[config.mk]
export PLATFORM = sky130hd
export DESIGN_NAME = mcp_tx_arbiter
export DESIGN_NICKNAME = d
export VERILOG_FILES = /design/src/rtl/mcp_arb_pkg.sv /design/src/rtl/sync2_pgen.sv /design/src/rtl/mcp_tx_arbiter.sv
export SDC_FILE = /design/constraint.sdc
export NUM_CORES = 1
export LEC_CHECK = 0
export ABC_CLOCK_PERIOD_IN_PS = 5400
export CORE_MARGIN = 2
export CORE_UTILIZATION = 40
export CTS_BUF_LIST = sky130_fd_sc_hd__clkbuf_4
export DETAILED_ROUTE_END_ITERATION = 8
export PLACE_DENSITY = 0.81
export SYNTH_ARGS = -nofsm -noshare
export SYNTH_HDL_FRONTEND = slang
export SYNTH_HIERARCHICAL = 1
export SYNTH_SLANG_ARGS = --single-unit
export TNS_END_PERCENT = 20
[constraint.sdc]
create_clock -name clk -period 5.4 [get_ports clk]
set_clock_uncertainty 0.2 [all_clocks]
set_input_delay 1.08 -clock clk [delete_from_list [all_inputs] [get_ports clk]]
set_output_delay 1.08 -clock clk [all_outputs]
set_load 0.01 [all_outputs]
[src/rtl/mcp_arb_pkg.sv]
// Shared types for the multi-cycle-path TX arbiter: FSM state encoding and
// the requester-index width helper.
package mcp_arb_pkg;

  typedef enum logic [1:0] {
    IDLE     = 2'd0,
    SEND     = 2'd1,
    WAIT_ACK = 2'd2,
    HOLD     = 2'd3
  } arb_state_e;

  function automatic int mcp_arb_idw(input int n);
    return (n <= 2) ? 1 : $clog2(n);
  endfunction

endpackage

[src/rtl/sync2_pgen.sv]
// Two-flop synchronizer for a toggle signal plus an edge-to-pulse stage.
// The chain has no reset so a toggle made while the system is held in reset
// is absorbed rather than replayed as a stray edge after release.
module sync2_pgen (
  input  logic clk,
  input  logic din,
  output logic pulse
);

  logic s1, s2, s3;

  always_ff @(posedge clk) begin
    s1 <= din;
    s2 <= s1;
    s3 <= s2;
  end

  assign pulse = s2 ^ s3;

endmodule

[src/rtl/mcp_tx_arbiter.sv]
// Round-robin arbiter feeding one multi-cycle-path crossing: issue, wait for
// the toggle ack, hold GAP cycles. Optional ack timeout under MCP_ARB_TIMEOUT_EN.
module mcp_tx_arbiter
  import mcp_arb_pkg::*;
#(
  parameter int NREQ    = 4,
  parameter int DW      = 32,
  parameter int GAP     = 2,
  parameter int TIMEOUT = 255
) (
  input  logic                          clk,
  input  logic                          rst_n,
  input  logic [NREQ-1:0]               req_valid,
  input  logic [NREQ*DW-1:0]            req_data,
  output logic [NREQ-1:0]               req_ready,
  output logic                          tx_en,
  output logic [DW-1:0]                 tx_data,
  output logic [mcp_arb_idw(NREQ)-1:0]  tx_id,
  input  logic                          ack_tgl,
  output logic                          busy,
  output logic                          err
);

  localparam int         IDW       = mcp_arb_idw(NREQ);
  localparam logic [3:0] HOLD_LAST = (GAP == 0) ? 4'd0 : 4'(GAP - 1);

  arb_state_e               state, state_nxt;
  logic [IDW-1:0]           last_grant, win, pick, idx;
  logic                     found;
  logic [3:0]               hold_cnt;
  logic                     ack_pulse;
  logic                     to_hit;
  logic [NREQ-1:0][DW-1:0]  data_arr;

  assign data_arr = req_data;

  sync2_pgen u_ack_sync (
    .clk   (clk),
    .din   (ack_tgl),
    .pulse (ack_pulse)
  );

  // Rotating search starting one past the last grant.
  always_comb begin
    found = 1'b0;
    pick  = '0;
    idx   = last_grant;
    for (int k = 0; k < NREQ; k++) begin
      idx = (idx == IDW'(NREQ - 1)) ? '0 : idx + IDW'(1);
      if (!found && req_valid[idx]) begin
        found = 1'b1;
        pick  = idx;
      end
    end
  end

`ifdef MCP_ARB_TIMEOUT_EN
  localparam int TW = (TIMEOUT < 2) ? 1 : $clog2(TIMEOUT + 1);
  logic [TW-1:0] to_cnt;

  always_ff @(posedge clk or negedge rst_n) begin
    if (!rst_n)                to_cnt <= '0;
    else if (state == WAIT_ACK) to_cnt <= to_cnt + TW'(1);
    else                       to_cnt <= '0;
  end

  assign to_hit = (state == WAIT_ACK) && (to_cnt == TW'(TIMEOUT - 1));
`else
  assign to_hit = 1'b0;
`endif

  always_comb begin
    state_nxt = state;
    tx_en     = 1'b0;
    req_ready = '0;
    err       = 1'b0;
    case (state)
      IDLE:     if (found) state_nxt = SEND;
      SEND: begin
        tx_en          = 1'b1;
        req_ready[win] = 1'b1;
        state_nxt      = WAIT_ACK;
      end
      // Ack wins over a coincident timeout, so err only fires on a true miss.
      WAIT_ACK: begin
        if (ack_pulse) begin
          state_nxt = HOLD;
        end else if (to_hit) begin
          err       = 1'b1;
          state_nxt = HOLD;
        end
      end
      HOLD:     if (hold_cnt == HOLD_LAST) state_nxt = IDLE;
      default:  state_nxt = IDLE;
    endcase
  end

  always_ff @(posedge clk or negedge rst_n) begin
    if (!rst_n) begin
      state      <= IDLE;
      last_grant <= IDW'(NREQ - 1);
      win        <= '0;
      tx_data    <= '0;
      hold_cnt   <= '0;
    end else begin
      state    <= state_nxt;
      hold_cnt <= (state == HOLD) ? hold_cnt + 4'd1 : 4'd0;
      if (state == IDLE && found) begin
        win        <= pick;
        last_grant <= pick;
        tx_data    <= data_arr[pick];
      end
    end
  end

  assign tx_id = win;
  assign busy  = (state != IDLE);

endmodule

[Word-level counts from Yosys, hierarchy flattened]
Index checks and enable logic that the tools add are counted.
Operators by class
  reductions and logical operators: 11
  equal/unequal tests: 11
  add/sub/neg operators: 5
  mux-type cells: 31
  bitwise logic cells: 1
  magnitude comparators: 7
Operators with widths (count)
  32-bit binary-select mux with 2-bit select: 1
  32-bit 2-to-1 mux: 1
  2-bit 2-to-1 mux: 11
  2-bit by 3-bit < comparator with 1-bit output (second input constant): 6
  2-bit == test (second input constant): 6
  1-bit 2-to-1 mux: 10
  2-bit by 1-bit adder with 2-bit output (second input constant): 4
  1-bit binary-select mux with 2-bit select: 4
  4-bit 2-to-1 mux: 2
  2-bit case mux with 4 select lines: 1
  2-bit != test (second input constant): 3
  1-bit logical AND: 5
  4-bit by 1-bit adder with 4-bit output (second input constant): 1
  4-bit by 1-bit == test with 1-bit output (second input constant): 1
  1-bit logical NOT: 3
  3-bit AND reduction: 1
  1-bit demux with 2-bit select: 1
  2-bit by 1-bit == test with 1-bit output (second input constant): 1
  2-bit by 1-bit greater-or-equal comparator with 1-bit output (second input constant): 1
  2-bit logical NOT: 1
  2-bit nonzero test: 1
  1-bit XOR: 1
Storage, ports and cells
  register bits: 45
  input bits: 135
  word-level logic and storage cells: 74

[Logic depth before layout (Yosys ltp)]
Gate-level depths: netlist (run 1).
  depth in word-level cells: 16
  gate-level depth with buffers: 10
  gate-level depth less buffers: 7

[Hierarchy]
Netlist (run 1), hierarchy kept.
Modules (own cells, without submodules)
  mcp_tx_arbiter: area an instance 3156.8 sq um, times used 1, cells an instance 327
  sync2_pgen: area an instance 68.8 sq um, times used 1, cells an instance 4

[Least setup slack after synthesis (run 1)]
No wires, ideal clock.
  path kind: input to register
  start: input port req_valid[3]
  end: register tx_data[0]
  arrival: 2452 ps
  cell stages on the path: 9
  setup slack: 2622 ps
  required time: 5074 ps
  cells stage by stage: buf_2 nor3b_1 a31oi_1 a211o_1 buf_4 nand2_4 buf_6 mux2i_1 mux2i_1
On the way
  longest elaborated chain between the ends: 14
  elaborated cells between the ends (all ways): 25
  those cells by class: 18 x mux; 7 x reduce/logical
Ends and longest elaborated chain
  start, declared: line mcp_tx_arbiter.sv:13  | input logic [NREQ-1:0] req_valid,
  1-bit binary-select mux with 2-bit select: line mcp_tx_arbiter.sv:50  | if (!found && req_valid[idx]) begin
  1-bit 2-to-1 mux (not written as such): line mcp_tx_arbiter.sv:50
  1-bit 2-to-1 mux: line mcp_tx_arbiter.sv:50
  1-bit logical NOT: line mcp_tx_arbiter.sv:50
  1-bit logical AND: line mcp_tx_arbiter.sv:50
  1-bit 2-to-1 mux: line mcp_tx_arbiter.sv:50
  1-bit logical NOT: line mcp_tx_arbiter.sv:50
  1-bit logical AND: line mcp_tx_arbiter.sv:50
  1-bit 2-to-1 mux: line mcp_tx_arbiter.sv:50
  1-bit logical NOT: line mcp_tx_arbiter.sv:50
  1-bit logical AND: line mcp_tx_arbiter.sv:50
  2-bit 2-to-1 mux: line mcp_tx_arbiter.sv:50
  32-bit binary-select mux with 2-bit select: line mcp_tx_arbiter.sv:111  | tx_data <= data_arr[pick];
  32-bit 2-to-1 mux (not written as such): line mcp_tx_arbiter.sv:111
  end signal, assigned: line mcp_tx_arbiter.sv:111
  end, declared: line mcp_tx_arbiter.sv:17  | output logic [DW-1:0] tx_data,
Parallel ways exist; a longest one is shown, timed or not. The select of a mux whose other input is x is not followed.
A chain may end at the register's enable or synchronous reset.

[Final worst setup path (run 1)]
  start: input port req_valid[1]
  end: register tx_data[29]
The elaborated chain is that of the path after synthesis.

==> flow_summary.ini, run 1 <==
[final_layout]
fin_area_mm2 = 0.00501
layout.nets = 624
postLayoutCoreUtil_pct = 64.5
n_antenna_cell = 0
nFillCells = 664
syn2layout_area_growth_pct = 55.3
drive_above_1_share_pct = 4.55

[floorplanning]
pin_count = 176
num_rows = 32
die_w_um = 93.8
die_area_mm2 = 0.00880
die_y_um = 93.8
start_util_pct = 41.5
coreArea_mm2 = 0.00777

[power]
p_seq_share_pct = 22.7
ir_drop_mv = 0.412
power_density_mw_per_mm2 = 547
p_comb_share_pct = 69.4
switching_share_pct = 45.2
leakagePower_uw = 0.00196
clkPwrFrac_pct = 7.8
p_switching_uw = 1240
power_uw = 2740
power.internal_uw = 1500

[status]
status = complete, no violations

[critical_path]
rr_worst_depth = 8
required_ns = 5.45
r2r-start = last_grant[0]
slowest_stage = clkdlybuf4s50_1
arrival_ns = 3.87
crit_cells = 8
worst-path-buf-inv = 2
crit_path_end = tx_data[29]
cpPeakStageDelay_ns = 0.66
cp-startpoint = req_valid[1]
crit_path_end_kind = flip-flop
path_common_cell = mux2i_1
cp_cell_sequence = clkdlybuf4s50_1, nor2_1, a221oi_1, a211o_1, buf_4, nand2_4, mux2i_1, mux2i_1
cp_max_fo = 34
critPathTopFamily = buffers and inverters
rrSetupSlack_ns = 1.69
crit_type = in -> reg
r2r_end = tx_data[29]
worst_setup_path_start_kind = input port

[logic_synthesis]
yosys_most_used_dff = dfrtp_1
synth.avg_cell_area_um2 = 9.74
synth_xor_area_share_pct = 1.09
synth_compound_area_share_pct = 27.8
synth.distinct_cells = 45
ys_seq_elements = 45
synth_top_family_by_area = compound AO/OA/AOI/OAI gates
syn_inst = 331
synth.area.mux_share_pct = 19.9
syn_area_mm2 = 0.00323
synth_edf_count = 0
syn_nets = 473
synthSimpleGateAreaFrac_pct = 6.21
seq_area_frac_synth_pct = 34.5
synthAdderAreaFrac_pct = 2.72
ys_warn_count = 6
synthArstFlopShare_pct = 93.3

[route]
drt_iter0_markers = 146
via_per_inst = 5.67
dr.pass1.iters = 4
drt.antenna.violating_nets = 0
wl_per_cell_um = 18.7
wl_um = 10900
drc = 0
vias = 3318

[clock_network]
cts_root_buffer = clkbuf_4
cts_tree = built
cts_hold_buf = 0
cts_buffers = 5
htreeDepth = 2
cts_setup_buffers = 0
clockBufferDepth = 2
clock_sinks = 45
clk_pin_slew_ns = 0.15
clk_latency_ns = 0.36
post_cts_resize_count = 0

[run]
cap_viol_max_count = 0

[timing]
rsz0062_at_grt = no
worst_pin_slew_ns = 1.20
finalCriticalPeriod_ns = 3.81
fin_tns_setup_ns = 0
drv_slew = 0
fin_ws_ns = 1.59
finalHoldViolations = 0
timing.fmax_mhz = 262
slew_headroom_pct = 19.8
min_period_over_period_pct = 70.6
finalSetupViolations = 0

[global_route]
track_usage_pct = 24.3
grt_pass1_wl_um = 17000
grt_overflow = 0
grt_max_degree = 43
grt_pass1_vias = 3438
grt_antenna_before_repair = 0

[placed_design]
finalWeightedCongestion = 0.872
place_ws_ns = 1.20
dpl.hpwl_um = 7730
placed_area_mm2 = 0.00493
io_buffer_count = 174

[hold_path]
hold_class = reg -> reg
[registers in the layout, indices dropped and copies added (netlist names)]
name	cells
tx_id	2
state	2
u_ack_sync/s2	1
u_ack_sync/s3	1
tx_data	32
u_ack_sync/s1	1
hold_cnt	4
last_grant	2
[cells in the final DEF, fill, tap and decap left out, types with 2 or more instances in the layout]
cell type        count
a211o_1              2
a211oi_4             3
a21boi_0             2
a21o_1               2
a21oi_1              3
a221oi_1             2
a31oi_1             34
and2_1               3
buf_4                5
clkbuf_4             5
clkdlybuf4s50_1    173
dfrtp_1             40
dfstp_2              2
dfxtp_1              3
ha_1                 7
inv_1                9
mux2i_1             64
nand2_1              5
nor2_1               7
nor2b_1              3
nor3_1               4
nor3b_1              2
nor4_1               3
o21ai_0             41
o21ai_1              2
o22ai_1              2
o2bb2ai_1           32
xnor2_1              2
xor2_1               2
[area by class of cell]
| class | instances | area [µm²] | area share [%] |
|---|---|---|---|
| Tap cell | 102 | 128 | 2.55 |
| Sequential cell | 45 | 1110 | 22.2 |
| Clock buffer | 5 | 37.5 | 0.749 |
| Clock inverter | 3 | 41.3 | 0.824 |
| Multi-Input combinational cell | 242 | 1880 | 37.5 |
| Timing Repair Buffer | 179 | 1770 | 35.4 |
| Inverter | 9 | 33.8 | 0.674 |
[per-stage QoR]
step | hold slack [ns] | std cells
3_5_place_dp | 0.119 | 577
6_report | 0.148 | 585
2_1_floorplan | 0.110 | 331
5_1_grt | 0.155 | 585
4_1_cts | 0.150 | 585
3_3_place_gp | 0.113 | 577
[cell usage after synthesis (all sizes together), types with 2 or more instances]
cell     instances  area, µm²
ha               7       87.6
mux2i           64        641
o21ai           43        215
a211o            2       17.5
o22ai            2       12.5
o2bb2ai         32        280
and2             3       18.8
nand2b           2       12.5
nor2b            4       27.5
nor2             8       30.0
a31oi           34        213
dfxtp            3       60.1
nor3             4       20.0
a21o             2       15.0
nor3b            2       15.0
a221oi           2       17.5
a21boi           2       15.0
nor4             3       18.8
buf             28        185
nand2            6       30.0
dfrtp           40       1000
a211oi           3       47.6
a21oi            3       15.0
inv              9       33.8
xnor2            2       17.5
xor2             2       17.5
clkbuf           7       30.0
dfstp            2       52.6
[worst reg2reg max path, stage by stage, from the launching register on]
cell      delay [ns]
dfstp_2         0.75
ha_1            0.46
nor2b_2         0.26
a221oi_1        0.51
a211o_1         0.17
buf_4           0.35
nand2_4         0.43
mux2i_1         0.37
mux2i_1         0.11
[worst min-delay path by stage]
stage	startpoint	to	slack (ns)	cells past startpoint
floorplan	u_ack_sync/s1	u_ack_sync/s2	0.11	0
global placement	u_ack_sync/s1	u_ack_sync/s2	0.11	0
detailed placement	u_ack_sync/s1	u_ack_sync/s2	0.12	0
CTS	u_ack_sync/s1	u_ack_sync/s2	0.15	0
global route	u_ack_sync/s1	u_ack_sync/s2	0.16	0
finish	u_ack_sync/s1	u_ack_sync/s2	0.15	0
[layer usage]
layer	track usage (%)	wire length, µm	up-vias
met3	5.38	826	8
met1	29.9	4410	1617
met4	3.86	59	0
met2	44.0	5620	141
met5	0	0	-
li1	-	-	1552
[cell families after synthesis]
group,Yosys count
mux,64
compound gates,130
fa+ha+maj,7
flops,45
other cells,1
buf+inv,44
xor+xnor,4
simple gates,36
[power by group through the flow]
stage / logic (µW) / clock network, µW / registers (µW)
2_1_floorplan: 1250 / 0 / 664
3_3_place_gp: 1860 / 0 / 620
3_5_place_dp: 1910 / 0 / 632
4_1_cts: 1920 / 221 / 623
5_1_grt: 2080 / 234 / 645
6_report: 1900 / 214 / 624
Power figures use the tool's default switching activity.
==> inputs of run 2 (changes only) <==
--- a/config.mk
+++ b/config.mk
@@ -5,12 +5,12 @@
 export SDC_FILE = /design/constraint.sdc
 export NUM_CORES = 1
 export LEC_CHECK = 0
-export ABC_CLOCK_PERIOD_IN_PS = 5400
+export ABC_CLOCK_PERIOD_IN_PS = 3400
 export CORE_MARGIN = 2
-export CORE_UTILIZATION = 40
+export CORE_UTILIZATION = 37
 export CTS_BUF_LIST = sky130_fd_sc_hd__clkbuf_4
 export DETAILED_ROUTE_END_ITERATION = 8
-export PLACE_DENSITY = 0.81
+export PLACE_DENSITY = 0.79
 export SYNTH_ARGS = -nofsm -noshare
 export SYNTH_HDL_FRONTEND = slang
 export SYNTH_HIERARCHICAL = 1
==> constraint.sdc (replaced) <==
create_clock -name clk -period 3.4 [get_ports clk]
set_clock_uncertainty 0.2 [all_clocks]
set_input_delay 0.68 -clock clk [delete_from_list [all_inputs] [get_ports clk]]
set_output_delay 0.68 -clock clk [all_outputs]
set_load 0.01 [all_outputs]
==> run 2 against run 1 <==
Clock power rose by 59%; largest power group unchanged; critical path type is now reg -> reg; sequential share of layout area down 0.54 points; core utilization fell by 4.7 points; non-clock buffer count increased by 12; die area is 7.8% higher; global-route usage is 2.4 points lower.
==> flow_summary.ini, run 2 (synthesized netlist as in run 1, its figures left out) <==
[final_layout]
final_common_cell = clkdlybuf4s50_1
drive_above_1_share_pct = 7.07
final_cells = 603
largest_reg_flops = 32
top_register = tx_data
syn2layout_area_growth_pct = 59.2
reg_top3 = tx_data x32, hold_cnt x4
postLayoutCoreUtil_pct = 59.7
layout.nets = 636
n_antenna_cell = 0
final_cell_mix = clkdlybuf4s50_1, mux2i_1, o21ai_0

[global_route]
grt_antenna_before_repair = 0
track_usage_pct = 21.9
grt_pass1_wl_um = 17100
grt_max_degree = 43
grt_overflow = 0
grt_pass1_vias = 3471

[power]
ir_drop_mv = 0.481
power_density_mw_per_mm2 = 877
clkPwrFrac_pct = 7.6
p_comb_share_pct = 70.4
p_seq_share_pct = 22.1
power.internal_uw = 2520
power_uw = 4500
switching_share_pct = 43.9
p_switching_uw = 1980
leakagePower_uw = 0.00203

[clock_network]
clockBufferDepth = 2
cts_root_buffer = clkbuf_4
clk_pin_slew_ns = 0.14
cts_tree = built
htreeDepth = 2
cts_buffers = 5
clk_latency_ns = 0.36
cts_hold_buf = 0
clock_sinks = 45

[floorplanning]
die_y_um = 97.4
coreArea_mm2 = 0.00859
num_rows = 34
die_area_mm2 = 0.00948
die_w_um = 97.4
start_util_pct = 37.5
pin_count = 176

[route]
drc = 0
drt_iter0_markers = 149
dr.pass1.iters = 5
vias = 3387
via_per_inst = 5.62
wl_um = 10600
wl_per_cell_um = 17.6
drt.antenna.violating_nets = 0

[placed_design]
io_buffer_count = 174
place_ws_ns = 0.191
dp.cells = 595
dpl.hpwl_um = 7980
finalWeightedCongestion = 0.859

[critical_path]
cpPeakStageDelay_ns = 0.75
cp_max_fo = 19
worst_setup_path_start_kind = flip-flop
arrival_ns = 3.19
crit_type = reg -> reg
crit_path_end_kind = flip-flop
slowest_stage = dfstp_2
required_ns = 3.49
cp_cell_sequence = ha_2, nor2b_2, a221oi_1, a211oi_4, buf_4, o21ai_0, o2bb2ai_1, mux2i_1

[timing]
rsz0062_at_grt = no
timing.fmax_mhz = 323
min_period_over_period_pct = 91.0
slew_headroom_pct = 33.7
drv_slew = 0
fin_ws_ns = 0.306
finalCriticalPeriod_ns = 3.09
finalHoldViolations = 0
finalSetupViolations = 0
worst_pin_slew_ns = 0.995
fin_tns_setup_ns = 0

[hold_path]
hold_class = reg -> reg

[run]
cap_viol_max_count = 0

[status]
status = complete, no violations
run 2: changes by cell type in the layout (fill, tap and decap cells not counted):
cell / change
buf_4: +10
buf_12: +2
clkbuf_4: +1
clkinvlp_4: -1
ha_1: -1
ha_2: +1
run 2: worst max-delay path, delay by kind of cell (launching register included):
kind / cells / cell delay [ns]
buffers and inverters: 1 / 0.34
DFF: 1 / 0.75
and+or+nand+nor: 1 / 0.26
adders and majority gates: 1 / 0.40
muxes: 1 / 0.14
AOI/OAI and AO/OA: 4 / 0.93
run 2: per-layer routing:
layer | wire length [µm] | part of all wire, % | global-route usage, % | vias to the layer above
met4 | 226 | 2.1 | 6.09 | 0
li1 | - | - | - | 1582
met2 | 5280 | 50 | 39.9 | 145
met3 | 664 | 6.3 | 4.46 | 19
met1 | 4430 | 42 | 26.0 | 1641
met5 | 0 | 0 | 0 | -
run 2: layout make-up:
cell class	count	area [µm²]
Multi-Input combinational cell	242	1880
Fill cell	745	3460
Clock inverter	2	33.8
Sequential cell	45	1110
Clock buffer	6	45.0
Inverter	9	33.8
Timing Repair Buffer	191	1890
Tap cell	108	135
run 2: per-stage QoR:
stage | area, µm² | hold WS (ns)
floorplan | 3230 | 0.110
global placement | 5050 | 0.123
detailed placement | 5050 | 0.124
CTS | 5130 | 0.151
global route | 5130 | 0.157
finish | 5130 | 0.147
run 2: repair_timing:
action | CTS | global route
endpoints found under the setup margin | 0 | 10
resized for setup | 0 | 1
buffers inserted | 0 | 0
run 2: final timing paths:
check | start | to | slack, ns | depth (start not counted)
max in group asynchronous | rst_n | tx_data[13] | 2.10 | 1
max reg2reg | last_grant[0] | tx_data[14] | 0.31 | 8
min in group asynchronous | rst_n | tx_data[2] | 0.27 | 1
min | u_ack_sync/s1 | u_ack_sync/s2 | 0.15 | 0
min reg2reg | u_ack_sync/s1 | u_ack_sync/s2 | 0.15 | 0
max | last_grant[0] | tx_data[14] | 0.31 | 8
run 2: power groups by stage:
stage	Sequential, µW	Combinational (µW)	Clock, µW
final	993	3170	340
after global routing	1030	3440	368
after CTS	993	3180	352
after detailed placement	1000	3170	0
after global placement	995	3080	0
after floorplan	1050	1980	0
